## config.mk

```make
export PLATFORM = sky130hd
export DESIGN_NAME = softermax_row_scheduler_flat
export DESIGN_NICKNAME = d
export VERILOG_FILES = /design/src/rtl/softermax_row_scheduler_if.sv /design/src/rtl/softermax_row_scheduler.sv /design/src/flat_wrapper.sv
export SDC_FILE = /design/constraint.sdc
export NUM_CORES = 1
export LEC_CHECK = 0
export ABC_AREA = 1
export ABC_CLOCK_PERIOD_IN_PS = 3200
export CAP_MARGIN = 20
export CORE_MARGIN = 2
export CORE_UTILIZATION = 42
export CTS_CLUSTER_DIAMETER = 100
export DETAILED_ROUTE_END_ITERATION = 8
export PLACE_DENSITY_LB_ADDON = 0.08
export SLEW_MARGIN = 20
export SYNTH_ARGS = -nofsm -noshare
export SYNTH_HDL_FRONTEND = slang
export SYNTH_SLANG_ARGS = --single-unit
```

## constraint.sdc

```tcl
create_clock -name clk -period 3.2 [get_ports clk]
set_input_delay 0.48 -clock clk [delete_from_list [all_inputs] [get_ports clk]]
set_output_delay 0.48 -clock clk [all_outputs]
set_load 0.02 [all_outputs]
```

## src/rtl/softermax_row_scheduler_if.sv

```systemverilog
// Bus bundle for softermax_row_scheduler: upstream beats, shared engine bus, downstream beats.
// SOFTERMAX_SCHED_PERF_EN adds the perf_rows/perf_stall counters to the bundle.
interface softermax_row_scheduler_if #(
   parameter int unsigned WIDTH       = 8,
   parameter int unsigned PARALLELISM = 1,
   parameter int unsigned NUM_ENGINES = 2
);
   logic [PARALLELISM-1:0][WIDTH-1:0]                  in_data;
   logic                                               in_valid;
   logic                                               in_ready;
   logic [PARALLELISM-1:0][WIDTH-1:0]                  eng_in_data;
   logic [NUM_ENGINES-1:0]                             eng_in_valid;
   logic [NUM_ENGINES-1:0]                             eng_in_ready;
   logic [NUM_ENGINES-1:0][PARALLELISM-1:0][WIDTH-1:0] eng_out_data;
   logic [NUM_ENGINES-1:0]                             eng_out_valid;
   logic [NUM_ENGINES-1:0]                             eng_out_ready;
   logic [PARALLELISM-1:0][WIDTH-1:0]                  out_data;
   logic                                               out_valid;
   logic                                               out_ready;
   logic [7:0]                                         inflight;
`ifdef SOFTERMAX_SCHED_PERF_EN
   logic [31:0]                                        perf_rows;
   logic [31:0]                                        perf_stall;

   modport master (
      output in_data, in_valid, eng_in_ready, eng_out_data, eng_out_valid, out_ready,
      input  in_ready, eng_in_data, eng_in_valid, eng_out_ready, out_data, out_valid,
      input  inflight, perf_rows, perf_stall
   );
   modport slave (
      input  in_data, in_valid, eng_in_ready, eng_out_data, eng_out_valid, out_ready,
      output in_ready, eng_in_data, eng_in_valid, eng_out_ready, out_data, out_valid,
      output inflight, perf_rows, perf_stall
   );
`else
   modport master (
      output in_data, in_valid, eng_in_ready, eng_out_data, eng_out_valid, out_ready,
      input  in_ready, eng_in_data, eng_in_valid, eng_out_ready, out_data, out_valid,
      input  inflight
   );
   modport slave (
      input  in_data, in_valid, eng_in_ready, eng_out_data, eng_out_valid, out_ready,
      output in_ready, eng_in_data, eng_in_valid, eng_out_ready, out_data, out_valid,
      output inflight
   );
`endif
endinterface

```

## src/rtl/softermax_row_scheduler.sv

```systemverilog
// Round-robin row dispatcher/collector for a bank of softermax row engines; output row order = input order.
// Optional SOFTERMAX_SCHED_PERF_EN: perf_rows (rows done, wrapping) and perf_stall (saturating) counters.
module softermax_row_scheduler #(
   parameter int unsigned WIDTH        = 8,
   parameter int unsigned TOTAL_DIM    = 10,
   parameter int unsigned PARALLELISM  = 1,
   parameter int unsigned NUM_ENGINES  = 2,
   parameter int unsigned MAX_INFLIGHT = 2
) (
   input logic                     clk,
   input logic                     rst,
   softermax_row_scheduler_if.slave bus
);
   localparam int unsigned BEATS = TOTAL_DIM / PARALLELISM;
   localparam int unsigned BW    = (BEATS > 1) ? $clog2(BEATS) : 1;
   localparam int unsigned EW    = (NUM_ENGINES > 1) ? $clog2(NUM_ENGINES) : 1;

   localparam logic [BW-1:0] LAST_BEAT    = BW'(BEATS - 1);
   localparam logic [EW-1:0] LAST_ENG     = EW'(NUM_ENGINES - 1);
   localparam logic [7:0]    INFLIGHT_MAX = 8'(MAX_INFLIGHT);

   if (TOTAL_DIM % PARALLELISM != 0) begin : g_bad_dim
      $error("softermax_row_scheduler: TOTAL_DIM must be a multiple of PARALLELISM");
   end
   if (NUM_ENGINES < 1) begin : g_bad_eng
      $error("softermax_row_scheduler: NUM_ENGINES must be >= 1");
   end
   if (MAX_INFLIGHT < 1 || MAX_INFLIGHT > 255) begin : g_bad_inflight
      $error("softermax_row_scheduler: MAX_INFLIGHT must be in 1..255");
   end

   logic [EW-1:0] disp_ptr, coll_ptr;
   logic [BW-1:0] disp_beat, coll_beat;
   logic [7:0]    inflight_q;
   logic          gate, disp_hs, coll_hs, row_start, row_done;

   // Only a row start is throttled; beats inside a started row always flow.
   assign gate = (disp_beat != '0) || (inflight_q < INFLIGHT_MAX);

   always_comb begin
      bus.eng_in_valid  = '0;
      bus.eng_out_ready = '0;
      if (!rst) begin
         bus.eng_in_valid[disp_ptr]  = bus.in_valid && gate;
         bus.eng_out_ready[coll_ptr] = bus.out_ready;
      end
   end

   assign bus.in_ready    = !rst && gate && bus.eng_in_ready[disp_ptr];
   assign bus.eng_in_data = bus.in_data;
   assign bus.out_valid   = !rst && bus.eng_out_valid[coll_ptr];
   assign bus.out_data    = bus.eng_out_data[coll_ptr];
   assign bus.inflight    = inflight_q;

   assign disp_hs   = bus.in_valid && bus.in_ready;
   assign coll_hs   = bus.out_valid && bus.out_ready;
   assign row_start = disp_hs && (disp_beat == '0);
   assign row_done  = coll_hs && (coll_beat == LAST_BEAT);

   always_ff @(posedge clk or posedge rst) begin
      if (rst) begin
         disp_ptr   <= '0;
         disp_beat  <= '0;
         coll_ptr   <= '0;
         coll_beat  <= '0;
         inflight_q <= '0;
      end else begin
         if (disp_hs) begin
            if (disp_beat == LAST_BEAT) begin
               disp_beat <= '0;
               disp_ptr  <= (disp_ptr == LAST_ENG) ? '0 : disp_ptr + 1'b1;
            end else begin
               disp_beat <= disp_beat + 1'b1;
            end
         end
         if (coll_hs) begin
            if (coll_beat == LAST_BEAT) begin
               coll_beat <= '0;
               coll_ptr  <= (coll_ptr == LAST_ENG) ? '0 : coll_ptr + 1'b1;
            end else begin
               coll_beat <= coll_beat + 1'b1;
            end
         end
         case ({row_start, row_done})
            2'b10:   inflight_q <= inflight_q + 8'd1;
            2'b01:   inflight_q <= inflight_q - 8'd1;
            default: inflight_q <= inflight_q;
         endcase
      end
   end

`ifdef SOFTERMAX_SCHED_PERF_EN
   logic [31:0] perf_rows_q, perf_stall_q;

   always_ff @(posedge clk or posedge rst) begin
      if (rst) begin
         perf_rows_q  <= '0;
         perf_stall_q <= '0;
      end else begin
         if (row_done) perf_rows_q <= perf_rows_q + 32'd1;
         if (bus.in_valid && !bus.in_ready && (perf_stall_q != '1))
            perf_stall_q <= perf_stall_q + 32'd1;
      end
   end

   assign bus.perf_rows  = perf_rows_q;
   assign bus.perf_stall = perf_stall_q;
`endif
endmodule

```

## src/flat_wrapper.sv

```systemverilog
// flat-port wrapper written by rule: the top's interface ports become plain ports
module softermax_row_scheduler_flat 
#(
   parameter int unsigned WIDTH        = 8,
   parameter int unsigned TOTAL_DIM    = 10,
   parameter int unsigned PARALLELISM  = 1,
   parameter int unsigned NUM_ENGINES  = 2,
   parameter int unsigned MAX_INFLIGHT = 2
)
  (clk, rst, bus_in_data, bus_in_valid, bus_eng_in_ready, bus_eng_out_data, bus_eng_out_valid, bus_out_ready, bus_in_ready, bus_eng_in_data, bus_eng_in_valid, bus_eng_out_ready, bus_out_data, bus_out_valid, bus_inflight);
  softermax_row_scheduler_if #(.WIDTH(WIDTH), .PARALLELISM(PARALLELISM), .NUM_ENGINES(NUM_ENGINES)) bus_i ();
  input logic clk;
  input logic rst;
  input wire logic [$bits(bus_i.in_data)-1:0] bus_in_data;
  input wire logic [$bits(bus_i.in_valid)-1:0] bus_in_valid;
  input wire logic [$bits(bus_i.eng_in_ready)-1:0] bus_eng_in_ready;
  input wire logic [$bits(bus_i.eng_out_data)-1:0] bus_eng_out_data;
  input wire logic [$bits(bus_i.eng_out_valid)-1:0] bus_eng_out_valid;
  input wire logic [$bits(bus_i.out_ready)-1:0] bus_out_ready;
  output wire logic [$bits(bus_i.in_ready)-1:0] bus_in_ready;
  output wire logic [$bits(bus_i.eng_in_data)-1:0] bus_eng_in_data;
  output wire logic [$bits(bus_i.eng_in_valid)-1:0] bus_eng_in_valid;
  output wire logic [$bits(bus_i.eng_out_ready)-1:0] bus_eng_out_ready;
  output wire logic [$bits(bus_i.out_data)-1:0] bus_out_data;
  output wire logic [$bits(bus_i.out_valid)-1:0] bus_out_valid;
  output wire logic [$bits(bus_i.inflight)-1:0] bus_inflight;
  assign bus_i.in_data = bus_in_data;
  assign bus_i.in_valid = bus_in_valid;
  assign bus_i.eng_in_ready = bus_eng_in_ready;
  assign bus_i.eng_out_data = bus_eng_out_data;
  assign bus_i.eng_out_valid = bus_eng_out_valid;
  assign bus_i.out_ready = bus_out_ready;
  assign bus_in_ready = bus_i.in_ready;
  assign bus_eng_in_data = bus_i.eng_in_data;
  assign bus_eng_in_valid = bus_i.eng_in_valid;
  assign bus_eng_out_ready = bus_i.eng_out_ready;
  assign bus_out_data = bus_i.out_data;
  assign bus_out_valid = bus_i.out_valid;
  assign bus_inflight = bus_i.inflight;
  softermax_row_scheduler #(.WIDTH(WIDTH), .TOTAL_DIM(TOTAL_DIM), .PARALLELISM(PARALLELISM), .NUM_ENGINES(NUM_ENGINES), .MAX_INFLIGHT(MAX_INFLIGHT)) u_core (.clk(clk), .rst(rst), .bus(bus_i));
endmodule
```

# Word level (Yosys, flattened, before mapping)

Index checks and enable logic that the tools add are counted.

Reduce and logical (&&, ||, !) cells: 17
Eq/ne operators: 4
Bitwise logic cells: 2
Mux-type cells: 17
Order comparisons: 5
Add/subtract/negate cells: 6

Operator list:

| operator              | count |
|---|---|
| $mux W8               | 2 |
| $pmux W8 S2           | 1 |
| $logic_and A1 B1 Y1   | 10 |
| $add A4 B1 Y4 const B | 2 |
| $add A8 B1 Y8 const B | 1 |
| $eq A4 B4 Y1 const B  | 2 |
| $lt A8 B2 Y1 const B  | 1 |
| $mux W1               | 8 |
| $mux W4               | 2 |
| $sub A8 B1 Y8 const B | 1 |
| $and A2 B2 Y2         | 2 |
| $logic_not A4 Y1      | 1 |
| $lt A1 B2 Y1 const B  | 2 |
| $mux W2               | 2 |
| $reduce_and A2 Y1     | 2 |
| $reduce_bool A4 Y1    | 1 |
| $add A1 B1 Y1 const B | 2 |
| $demux W1 S1          | 2 |
| $eq A2 B1 Y1 const B  | 1 |
| $eq A2 B2 Y1 const B  | 1 |
| $ge A1 B1 Y1 const B  | 2 |
| $reduce_bool A2 Y1    | 1 |
| $logic_not A1 Y1      | 1 |
| $logic_or A1 B1 Y1    | 1 |

Register bits after elaboration: 18
Output and inout bits: 30
Input port bits: 32
Logic and storage cells: 56

# Logic depth before layout (Yosys ltp)

Gate-level depths: netlist of run 1.

Depth in word-level cells: 8
Mapped depth: 17
Mapped depth without buffers: 17

# Worst setup path before layout of run 1

OpenSTA, ideal clock, no wires.

Path kind: input to register
Start: in rst
End: reg u_core.inflight_q[7] (netlist: u_core.bus.inflight[7])
Path slack: 0.650 ns
Arrival time: 2.434 ns
Cell stages on the path: 15
Cells stage by stage: inv_2 > nand2_2 > o21ai_2 > inv_2 > nor2_4 > nand2_1 > ha_1 > ha_1 > or2_1 > nand3_1 > nand2_1 > nand2_1 > nand2_1 > nand2_1 > nand2_1

Cells in the longest elaborated chain, start to end: 7

Ends and longest elaborated chain:

| item                                              | line                          | source |
|---|---|---|
| from (decl)                                       | flat_wrapper.sv:13            | `input logic rst;` |
| $logic_not A1 Y1 (*)                              | n/a                           |  |
| $logic_and A1 B1 Y1 (2 in series)                 | softermax_row_scheduler.sv:49 | `assign bus.in_ready = !rst && gate && bus.eng_in_ready[disp_ptr];` |
| $logic_and A1 B1 Y1                               | softermax_row_scheduler.sv:55 | `assign disp_hs = bus.in_valid && bus.in_ready;` |
| $logic_and A1 B1 Y1                               | softermax_row_scheduler.sv:57 | `assign row_start = disp_hs && (disp_beat == '0);` |
| $eq A2 B1 Y1 or $eq A2 B2 Y1 (tied branches)      | softermax_row_scheduler.sv:84 | `case ({row_start, row_done})` |
| $pmux W8 S2 or $reduce_bool A2 Y1 (tied branches) | n/a                           |  |
| to (signal assigned)                              | softermax_row_scheduler.sv:85 | `2'b10: inflight_q <= inflight_q + 8'd1;` |
| to (signal assigned)                              | softermax_row_scheduler.sv:86 | `2'b01: inflight_q <= inflight_q - 8'd1;` |
| to (signal assigned)                              | softermax_row_scheduler.sv:87 | `default: inflight_q <= inflight_q;` |
| to (decl)                                         | softermax_row_scheduler.sv:34 | `logic [7:0] inflight_q;` |

Mark *: on every way between the ends. The rest lies on a longest branch, timed or not.
A chain may end at the register's enable or synchronous reset.

# Worst setup path in the final report of run 1

Same ends and word-level chain as after synthesis.

==> reports/metrics.yaml, run 1 <==
crit_type: "primary input to register"
total_leakage_power_nw: 1.01
ctsLongestPathBuffers: 2
syn_nets: 260
clockRootBuffer: "clkbuf_4"
skew_ps: 1.18
dieArea_sq_um: 4000
initial_core_util_pct: 43.9
track_usage_pct: 20.1
portBuffers: 45
holdWs_ps: 395
num_io_pins: 62
final_cell_mix: "nand2_1, clkdlybuf4s50_1, inv_1"
core-area_sq_um: 3360
yosysUniqueCellTypes: 29
die_height_microns: 63.3
grt_pass1_wl_mm: 6.53
synth_compound_area_share_pct: 7.21
yosysTopAreaCell: "dfrtp_1"
syn-mean-instance-area_sq_um: 6.71
synth_xor_area_share_pct: 4.16
hold_path_class: "primary input to asynchronous set/reset pin"
cts_tree: "built"
gp_congestion: 0.893
ys_ff_latch: 18
min_period_over_period_pct: 83.7
num_rows: 21
drc: 0
synthMuxAreaShare_pct: 0
synthSimpleGateAreaFrac_pct: 37.2
utilization_pct: 58.0
dr.pass1.iters: 4
min_period_ps: 2680
setup-tns-final_ps: 0
routed_wire_length_per_instance_microns: 11.5
hold_violations: 0
yosysSeqAreaShare_pct: 30.5
cts_hold_buf: 0
cts-resized-gates: 0
clkSlewWorstSetupHoldPaths_ps: 100
drive_above_1_share_pct: 7.31
grt_max_degree: 17
cts_buffers: 3
drt-total-wl_mm: 3.53
end_kind: "register"
grt_pass1_vias: 1462
cts.sinks: 18
worstPathRequired_ps: 3390
status: "completed"
max_slew.worst_pin.slew_ps: 387
drt_iter0_drc: 27
async_flop_share_pct: 100
vias_per_cell: 4.77
clk_latency_ps: 280
synthToLayoutAreaGrowth_pct: 32.1
syn_inst: 220
synth_top_family_by_area: "simple AND/OR/NAND/NOR gates"
cts_setup_buffers: 0
maxSlewViolCount: 0
synth_top_area_share_pct: 30.5
peakVddDrop_uv: 373
detail-route-antenna-nets: 0
fmax_mhz: 373
relSlewSlack_pct: 74.2
path_max_fanout: 8
htreeDepth: 1
synth-edff-count: 0
grt-ovfl-total: 0
synth_warnings: 0
dp_hpwl_mm: 2.89
die_x_microns: 63.3
dp_cells: 303
num-nets-final: 302
setup_viol: 0
place_ws_ps: 204
synth_area_leaders: "dfrtp_1, nand2_1, inv_1"
nFillCells: 351
antenna_found_initial: 0
cp_data_arrival_time_ps: 2870
num_vias: 1459
synthAdderAreaFrac_pct: 7.29
syn_area_sq_um: 1480
diodes: 0
start_kind: "primary input"
p_per_area_nw_per_um2: 605
fin_cells: 306
mostFrequentLayoutCell: "nand2_1"
layout_setup_ws_ps: 520
cap_violations: 0
synth_ff_type: "dfrtp_1"
grt_setup_unrepaired: "no"
[worst max-delay path: stages]
cell             delay [ps]
clkdlybuf4s50_1         430
inv_2                   110
nand2_2                  60
o21ai_2                 180
inv_2                    70
nor2_4                  150
nand2_1                  70
ha_1                    300
ha_1                    380
or2_1                   250
nand3_1                 110
nand2_1                  60
nand2_1                  60
nand2_1                  50
nand2_1                  50
nand2_1                  40
[final timing paths]
path	start	endpoint	slack, ps	cells after the start
setup / recovery	rst	u_core.bus.inflight[7]	520	16
hold / removal	rst	u_core.coll_beat[3]	390	2
setup reg to reg	u_core.coll_ptr	u_core.bus.inflight[6]	580	16
hold reg to reg	u_core.disp_beat[3]	u_core.disp_beat[3]	480	2
max in group asynchronous	rst	u_core.coll_beat[1]	2400	3
min in group clk	u_core.disp_beat[3]	u_core.disp_beat[3]	480	2
[sequential cells by signal (all words and copies together) (netlist names)]
signal / cells
u_core.bus.inflight: 8
u_core.coll_beat: 4
u_core.disp_beat: 4
u_core.coll_ptr: 1
u_core.disp_ptr: 1
[where the power goes]
| group | switching [mW] | internal (mW) | leakage, nW |
|---|---|---|---|
| combinational | 0.377 | 0.289 | 0.762 |
| sequential | 0.0965 | 0.306 | 0.233 |
| clock | 0.0660 | 0.0437 | 0.0138 |
[Yosys cell counts (2+ instances only)]
library cell and n:
a21oi_1 3, buf_4 8, clkbuf_1 2, dfrtp_1 18
ha_1 7, inv_1 25, inv_2 5, nand2_1 86
nand2_2 2, nand2_4 2, nand3_1 8, nand4_1 8
nor2_1 15, nor3_1 4, o21ai_0 6, o21ai_1 3
xnor2_1 2, xor2_1 5
[per-stage QoR]
stage	total power, mW	area (sq um)
2_1_floorplan	0.845	1480
3_3_place_gp	1.07	1930
3_5_place_dp	1.08	1930
4_1_cts	1.20	1950
5_1_grt	1.31	1950
6_report	1.18	1950
[cell families (layout without fill, tap and decap cells)]
kind of cell               Yosys count  in the layout
AOI/OAI and AO/OA                   17             17
and+or+nand+nor                    128            128
DFF                                 18             18
buffers and inverters               42             82
adders and majority gates            8              8
xor gates and xnor gates             7              7
[area by class of cell]
class | count | area (sq um) | share of cell area [%]
multi-input combinational | 160 | 825 | 42.3
inverter | 31 | 121 | 6.23
sequential | 18 | 450 | 23.1
clock buffer | 3 | 22.5 | 1.16
timing repair buffer | 48 | 473 | 24.3
tap | 46 | 57.6 | 2.95
[metal layers]
| metal | up-vias | part of all wire (%) | global-route usage [%] |
|---|---|---|---|
| li1 | 763 | - | - |
| met1 | 640 | 43 | 23.9 |
| met2 | 44 | 48 | 35.6 |
| met3 | 12 | 7.0 | 3.39 |
| met4 | 0 | 1.9 | 8.42 |
| met5 | - | 0 | 0 |
Note: power is estimated with default switching activity, not from simulation.
==> run 2: changes to the inputs <==
ABC_CLOCK_PERIOD_IN_PS = 2510   (was 3200)
clock period = 2.51 ns   (was 3.2 ns; I/O delays follow)
==> run 2 against run 1 <==
Net effect: setup slack worse by 360 ps; total power up 42%; global-route usage is 0.23 points lower; clock skew increased by 9.4 ps; die area unchanged; hold slack better by 40 ps; largest cell class unchanged; largest power group unchanged.
==> reports/metrics.yaml, run 2 (synthesis results as in run 1) <==
skew_ps: 10.6
clkSlewWorstSetupHoldPaths_ps: 100
detail-route-antenna-nets: 0
utilization_pct: 65.1
largest_reg_flops: 8
track_usage_pct: 19.9
p_comb_share_pct: 60.3
die_height_microns: 63.3
cp_data_arrival_time_ps: 1970
synthToLayoutAreaGrowth_pct: 48.4
cp_slowest_cell: "clkdlybuf4s50_1"
cts_hold_buf: 0
fin_cells: 331
hold_violations: 0
diodes: 0
grt_max_degree: 13
total_leakage_power_nw: 1.16
start_kind: "primary input"
initial_core_util_pct: 43.9
routed_wire_length_per_instance_microns: 11.0
maxSlewViolCount: 0
crit_type: "primary input to output port"
min_period_ps: 2350
dp_hpwl_mm: 3.04
dr.pass1.iters: 4
grt_pass1_wl_mm: 6.43
min_period_over_period_pct: 93.6
end_kind: "output port"
clock_power_share_pct: 11.0
portBuffers: 45
drive_above_1_share_pct: 17.2
drt-total-wl_mm: 3.65
drt_iter0_drc: 49
path_max_fanout: 4
ctsLongestPathBuffers: 2
vias_per_cell: 4.68
grt-ovfl-total: 0
num-nets-final: 326
antenna_found_initial: 0
num_vias: 1549
core-area_sq_um: 3360
final_cell_mix: "nand2_1, clkdlybuf4s50_1, buf_4"
num_io_pins: 62
gp_congestion: 0.874
max_slew.worst_pin.slew_ps: 309
die_x_microns: 63.3
dieArea_sq_um: 4000
grt_pass1_vias: 1505
fmax_mhz: 426
nFillCells: 323
peakVddDrop_uv: 566
relSlewSlack_pct: 79.3
worstPathRequired_ps: 2130
num_rows: 21
setup_viol: 0
dp_cells: 327
power_mw: 1.68
hold_path_class: "primary input to asynchronous set/reset pin"
grt_setup_unrepaired: "yes"
cts_tree: "built"
p_per_area_nw_per_um2: 767
p_sw_mw: 0.732
status: "completed"
crit_chain: "clkdlybuf4s50_1 > inv_2 > nand2_2 > o21ai_4 > inv_2 > nor2_1 > clkdlybuf4s50_1"
cellInternalPower_mw: 0.947
mostFrequentLayoutCell: "nand2_1"
cap_violations: 0
cpPeakStageDelay_ps: 620
cts_setup_buffers: 0
htreeDepth: 1
clockRootBuffer: "clkbuf_4"
cts.sinks: 18
cts_buffers: 3
swShare_pct: 43.6
p_seq_share_pct: 28.6
drc: 0
clk_latency_ps: 300
## run 2: final cells by class
cell class                      instances  area (sq um)  area share, %
Multi-Input combinational cell        160           870           39.7
Sequential cell                        18           450           20.6
Timing Repair Buffer                   72           654           29.9
Tap cell                               46          57.6           2.63
Clock buffer                            4          36.3           1.66
Inverter                               31           121           5.54
## run 2: path summary, 6_finish.rpt
check | start | end | slack (ps) | cells past startpoint
min | rst | u_core.coll_beat[2] | 430 | 3
max reg2reg | u_core.bus.inflight[4] | u_core.bus.inflight[7] | 240 | 15
min in group clk | u_core.disp_beat[3] | u_core.disp_beat[3] | 490 | 2
max in group asynchronous | rst | u_core.coll_ptr | 1910 | 3
min reg2reg | u_core.disp_beat[3] | u_core.disp_beat[3] | 490 | 2
max | rst | bus_in_ready | 160 | 7
## run 2: what timing repair did
action	in CTS	in global routing
endpoints found under the setup margin	1	6
gates resized for setup	1	8
pin swaps	0	0
gates cloned	0	0
## run 2: routing by layer
metal | routed length, microns | part of all wire, % | track usage (%) | vias up
met2 | 1780 | 49 | 36.0 | 48
met5 | 0 | 0 | 0 | -
met3 | 209 | 5.7 | 2.32 | 12
li1 | - | - | - | 813
met4 | 63 | 1.7 | 8.15 | 0
met1 | 1590 | 44 | 23.7 | 676
## run 2: stage by stage
| stage | setup slack (ps) | TNS, ps | instance area [sq um] | hold slack [ps] |
|---|---|---|---|---|
| 3_3_place_gp | -242 | -1060 | 2110 | 459 |
| 6_report | 161 | 0 | 2190 | 434 |
| 4_1_cts | 26.3 | 0 | 2140 | 429 |
| 5_1_grt | -23.0 | -30.6 | 2190 | 442 |
| 2_1_floorplan | 63.0 | 0 | 1480 | 228 |
| 3_5_place_dp | -295 | -1340 | 2110 | 468 |
## run 2: worst max-delay path: cells and delay by family
kind            cells  cell delay, ps
compound gates      1             170
buf+inv             4            1220
simple gates        2             200
## run 2: power groups by stage
| stage | combinational, mW | sequential, mW | clock (mW) |
|---|---|---|---|
| 2_1_floorplan | 0.558 | 0.520 | 0 |
| 3_3_place_gp | 0.989 | 0.485 | 0 |
| 3_5_place_dp | 0.990 | 0.486 | 0 |
| 4_1_cts | 0.992 | 0.481 | 0.190 |
| 5_1_grt | 1.14 | 0.501 | 0.206 |
| 6_report | 1.01 | 0.481 | 0.185 |
